--- config.mk ---
export PLATFORM = sky130hd
export DESIGN_NAME = alu_console
export DESIGN_NICKNAME = d
export VERILOG_FILES = /design/src/rtl/alu_pkg.sv /design/src/rtl/alu.sv /design/src/rtl/btn_debounce.sv /design/src/rtl/alu_console.sv
export SDC_FILE = /design/constraint.sdc
export NUM_CORES = 1
export LEC_CHECK = 0
export ABC_AREA = 1
export CAP_MARGIN = 5
export CORE_MARGIN = 3
export CORE_UTILIZATION = 40
export CTS_CLUSTER_DIAMETER = 100
export DETAILED_ROUTE_END_ITERATION = 16
export GPL_ROUTABILITY_DRIVEN = 0
export GPL_TIMING_DRIVEN = 0
export MAX_ROUTING_LAYER = met4
export SLEW_MARGIN = 15
export SYNTH_ARGS = -nofsm -noshare
export SYNTH_HDL_FRONTEND = slang
export SYNTH_HIERARCHICAL = 1
export SYNTH_SLANG_ARGS = --single-unit
--- constraint.sdc ---
create_clock -name clk -period 2.7 [get_ports clk]
set_input_delay 0.54 -clock clk [delete_from_list [all_inputs] [get_ports clk]]
set_output_delay 0.54 -clock clk [all_outputs]
set_load 0.01 [all_outputs]
--- src/rtl/alu_pkg.sv ---
// alu_pkg: shared ALU function codes and console command codes.
package alu_pkg;
  typedef enum logic [2:0] {
    F_ADD, F_SUB, F_AND, F_OR, F_XOR, F_NOT, F_SLT, F_PASS
  } f_e;
  typedef enum logic [1:0] {
    CMD_F, CMD_A, CMD_B, CMD_EXEC
  } cmd_e;
endpackage

--- src/rtl/alu.sv ---
// alu: combinational WIDTH-bit ALU with zero flag.
module alu
  import alu_pkg::*;
#(
  parameter int WIDTH = 6
) (
  input  logic [WIDTH-1:0] i_a,
  input  logic [WIDTH-1:0] i_b,
  input  logic [2:0]       i_f,
  output logic [WIDTH-1:0] o_y,
  output logic             o_z
);
  always_comb begin
    o_y = '0;
    case (i_f)
      F_ADD:  o_y = i_a + i_b;
      F_SUB:  o_y = i_a - i_b;
      F_AND:  o_y = i_a & i_b;
      F_OR:   o_y = i_a | i_b;
      F_XOR:  o_y = i_a ^ i_b;
      F_NOT:  o_y = ~i_a;
      F_SLT:  o_y = {{(WIDTH-1){1'b0}}, i_a < i_b};
      default: o_y = i_b;
    endcase
  end
  assign o_z = o_y == '0;
endmodule

--- src/rtl/btn_debounce.sv ---
// btn_debounce: synchronises a raw button, debounces it and emits a one-cycle press pulse.
module btn_debounce #(
  parameter int DEBOUNCE = 16
) (
  input  logic clk,
  input  logic rstn,
  input  logic raw,
  output logic pulse
);
  localparam int CW = DEBOUNCE > 1 ? $clog2(DEBOUNCE) : 1;
  logic          r_s1, r_s2, r_lvl, r_lvl_d, r_pulse;
  logic [CW-1:0] r_cnt;
  always_ff @(posedge clk or negedge rstn)
    if (!rstn) begin
      r_s1    <= 1'b0;
      r_s2    <= 1'b0;
      r_lvl   <= 1'b0;
      r_lvl_d <= 1'b0;
      r_pulse <= 1'b0;
      r_cnt   <= '0;
    end else begin
      r_s1    <= raw;
      r_s2    <= r_s1;
      r_lvl_d <= r_lvl;
      r_pulse <= r_lvl & ~r_lvl_d;
      if (r_s2 == r_lvl) r_cnt <= '0;
      else if (r_cnt == CW'(DEBOUNCE - 1)) begin
        r_lvl <= r_s2;
        r_cnt <= '0;
      end else r_cnt <= r_cnt + 1'b1;
    end
  assign pulse = r_pulse;
endmodule

--- src/rtl/alu_console.sv ---
// alu_console: switch/button operator console driving an ALU with accumulate and step count.
module alu_console
  import alu_pkg::*;
#(
  parameter int WIDTH    = 6,
  parameter int DEBOUNCE = 16,
  parameter int CNT_W    = 4
) (
  input  logic             clk,
  input  logic             rstn,
  input  logic             en,
  input  logic [WIDTH+1:0] sw,
  output logic [WIDTH+1:0] led,
  output logic [CNT_W-1:0] steps
);
  logic [WIDTH-1:0] r_a, r_b, w_y, w_data;
  logic [2:0]       r_f;
  logic [CNT_W-1:0] r_steps;
  logic             w_pulse, w_z;
  cmd_e             w_cmd;
  assign w_cmd  = cmd_e'(sw[WIDTH+1:WIDTH]);
  assign w_data = sw[WIDTH-1:0];
  btn_debounce #(.DEBOUNCE(DEBOUNCE)) u_deb (.clk(clk), .rstn(rstn), .raw(en), .pulse(w_pulse));
  alu #(.WIDTH(WIDTH)) u_alu (.i_a(r_a), .i_b(r_b), .i_f(r_f), .o_y(w_y), .o_z(w_z));
  always_ff @(posedge clk or negedge rstn)
    if (!rstn) begin
      r_a     <= '0;
      r_b     <= '0;
      r_f     <= '0;
      r_steps <= '0;
    end else if (w_pulse)
      case (w_cmd)
        CMD_F: r_f <= sw[2:0];
        CMD_A: r_a <= w_data;
        CMD_B: r_b <= w_data;
        default:
          if (w_data[0]) begin
            r_a     <= '0;
            r_b     <= '0;
            r_f     <= '0;
            r_steps <= '0;
          end else begin
            r_a     <= w_y;
            r_steps <= r_steps + 1'b1;
          end
      endcase
  assign led   = {w_z, r_steps[0], w_y};
  assign steps = r_steps;
endmodule

==> impl_metrics.tcl <==
set metrics [dict create \
    r2r-end "r_a[1]" \
    clockPowerShare 0.395 \
    clkTransAtPathRegs_ns 0.09 \
    required_ns 2.16 \
    path_cells "inv_2 -> ha_4 -> inv_4 -> fa_2 -> nand4_1 -> nand2_1 -> nor2_2 -> a21oi_2 -> nor2_2 -> nand3_2 -> nor2_2 -> buf_6" \
    grt_antenna_before_repair 0 \
    crit_family "adder cells" \
    synth-simple-area-share 0.378 \
    clk_latency_ns 0.27 \
    criticalPathCategory "reg -> out" \
    hpwl_mm 4.50 \
    r2r_start "r_a[0]" \
    area_growth_pct 28.1 \
    grt_max_degree 29 \
    port_buffers 22 \
    cp_max_fo 3 \
    cts.sinks 28 \
    clockBufferDepth 2 \
    die_y_um 83.8 \
    fmax_mhz 362 \
    routed-via-count 2235 \
    postSynthAreaPerCell_um2 7.09 \
    critPathMostFrequentCell "nor2_2" \
    cts_tree "built" \
    syn_nets 379 \
    max_stage_delay_ns 0.53 \
    first_pass_iters 4 \
    worstSetupEndpointType "output port" \
    grt_pass1_vias 2173 \
    whs_ns 0.273 \
    layout_common_cells "94 x nand2_1, 38 x inv_1, 25 x nand3_1" \
    rsz0062_at_grt "true" \
    ir_worst_vdd_mv 0.230 \
    grt_overflow 0 \
    cts-htree-levels 1 \
    cts_root_buf "clkbuf_8" \
    grt_pass1_wl_mm 10.3 \
    p_per_area_mw_per_mm2 267 \
    crit_arrival_ns 2.22 \
    use_met2 0.291 \
    p_int_mw 0.655 \
    netlist_area_mm2 0.00242 \
    max_slew_margin 0.584 \
    synth_top_family_by_area "simple AND/OR/NAND/NOR gates" \
    failed_checks "setup timing" \
    route.detailed.drc 0 \
    finalHoldViolations 0 \
    setup_viol 2 \
    drtAntennaViolNets 0 \
    grt_busiest_layer "met2" \
    grtUsageTotal 0.182 \
    initial_utilization 0.426 \
    core_mm2 0.00568 \
    fin_skew_ns 0.00391 \
    slowest_stage "fa_2" \
    cp.buffers_inverters 3 \
    wire_per_inst_um 13.0 \
    wl_mm 5.98 \
    grtUsageMet1 0.256 \
    synth.distinct_cells 31 \
    use_met3 0.0138 \
    diodes 0 \
    final_layout_size_suffix_gt1_frac 0.279 \
    reg2reg_slack_ns 0.51 \
    io-pin-count 23 \
    timing.final.crit_period_ns 2.76 \
    ys.flop_type "dfrtp_1" \
    drtIter0Drc 182 \
    via_per_inst 4.87 \
    tightest_slew_ns 0.623 \
    synth_async_sr_flop_share 1.00 \
    synth_fa_ha_area_frac 0.146 \
    maxSlewViolCount 0 \
    power.share.sequential 0.518 \
    rr_worst_depth 12 \
    hold_class "in -> async" \
    setup_slack_ns -0.0601 \
    synth_seq_cells 28 \
    fin_nets 426 \
    dp.cells 435 \
    dieArea_mm2 0.00702 \
    synth.mux.area_fraction 0 \
    pwr-share-comb 0.087 \
    power_mw 0.828 \
    die_w_um 83.8 \
    power.switching_mw 0.173 \
    swShare 0.209 \
    synth_compound_area_frac 0.0667 \
    rows 27 \
    synth_xor_xnor_area_share 0.0109 \
    cp-start-kind "flop" \
    final_common_cell "nand2_1" \
    synth_seq_area_share 0.290 \
    synth_cells 341 \
    synth_edf_count 0 \
    yosys_warnings 6 \
    status "finished with violations" \
    numCtsBuffers 3 \
    fin_crit_sh 1.02 \
    max_cap_viol_count 0 \
    final_cell_count_no_fill 459 \
    p_leak_nw 1.63 \
]
==> through the flow <==
stage	instance area (µm²)	worst slack, ns	setup TNS, ns	util
floorplan	2420	0.342	0	-
global placement	2730	-0.365	-0.946	0.481
detailed placement	2720	-0.393	-1.07	0.480
CTS	2980	-0.0908	-0.135	0.526
global route	3100	-0.163	-0.336	0.546
finish	3100	-0.0601	-0.0896	0.546
==> routing by layer <==
layer | vias to the layer above | share of wire
met3 | 5 | 0.029
met5 | - | 0
met4 | 0 | 0.0069
li1 | 1170 | -
met2 | 34 | 0.46
met1 | 1026 | 0.51
==> synthesized netlist by cell type (5+ instances only) <==
master | instances | area share
a21oi_1 | 11 | 0.023
buf_4 | 5 | 0.016
dfrtp_1 | 28 | 0.29
ha_1 | 25 | 0.13
inv_1 | 46 | 0.071
inv_2 | 5 | 0.0078
nand2_1 | 98 | 0.15
nand3_1 | 32 | 0.066
nand3b_1 | 8 | 0.025
nand4_1 | 6 | 0.016
nor2_1 | 27 | 0.042
nor2_2 | 8 | 0.021
o21ai_0 | 8 | 0.017
==> final cells by class <==
cell class,instances,area [µm²]
fill,575,2580
clock inverter,1,30.0
inverter,52,200
buffer,7,63.8
sequential,28,706
timing repair buffer,43,359
clock buffer,3,41.3
tap,72,90.1
multi-input combinational,253,1610
==> sequential cells by signal, summed over array words and instances, names as in the netlist <==
name / count
r_a: 6
r_b: 6
r_f: 3
steps: 4
u_deb/pulse: 1
u_deb/r_cnt: 4
u_deb/r_lvl: 1
u_deb/r_lvl_d: 1
u_deb/r_s1: 1
u_deb/r_s2: 1
==> how the worst max path moves through the flow <==
stage	from	endpoint	slack [ns]	cells after the start
6_report	r_a[0]	led[7]	-0.06	12
5_1_grt	r_a[0]	led[7]	-0.16	12
4_1_cts	r_a[0]	led[7]	-0.09	12
3_5_place_dp	r_a[0]	led[7]	-0.39	13
3_3_place_gp	r_a[0]	led[7]	-0.36	13
2_1_floorplan	r_a[0]	led[7]	0.34	12
==> kinds of logic (layout without fill, tap and decap cells) <==
group / Yosys count / count (layout)
xor+xnor: 3 / 3
fa+ha+maj: 27 / 27
buf+inv: 60 / 106
simple gates: 195 / 195
compound gates: 28 / 28
flops: 28 / 28
==> what timing repair did <==
action,in CTS,in global routing
endpoints found under the setup margin,7,7
endpoints found under the hold margin,0,0
cloned,0,1
hold buffers,0,0
buffers inserted,17,3
pin swaps,14,8
resized for setup,50,23
==> worst reg2reg max path: stages (launching register included) <==
cell and delay (ns):
dfrtp_2 0.46, inv_2 0.09, ha_4 0.14, inv_4 0.04, fa_2 0.53, nand4_1 0.08
nand2_1 0.11, nor2_2 0.05, a21oi_2 0.19, buf_4 0.15, buf_4 0.10, a21oi_1 0.07
o21ai_2 0.13
==> power by group through the flow <==
stage | sequential (mW) | combinational [mW] | clock, mW
final | 0.429 | 0.0719 | 0.327
after CTS | 0.429 | 0.0727 | 0.339
after global placement | 0.438 | 0.0715 | 0
after detailed placement | 0.438 | 0.0714 | 0
after floorplan | 0.437 | 0.0362 | 0
after global routing | 0.430 | 0.0817 | 0.352
Note: power is estimated with default switching activity, not from simulation.
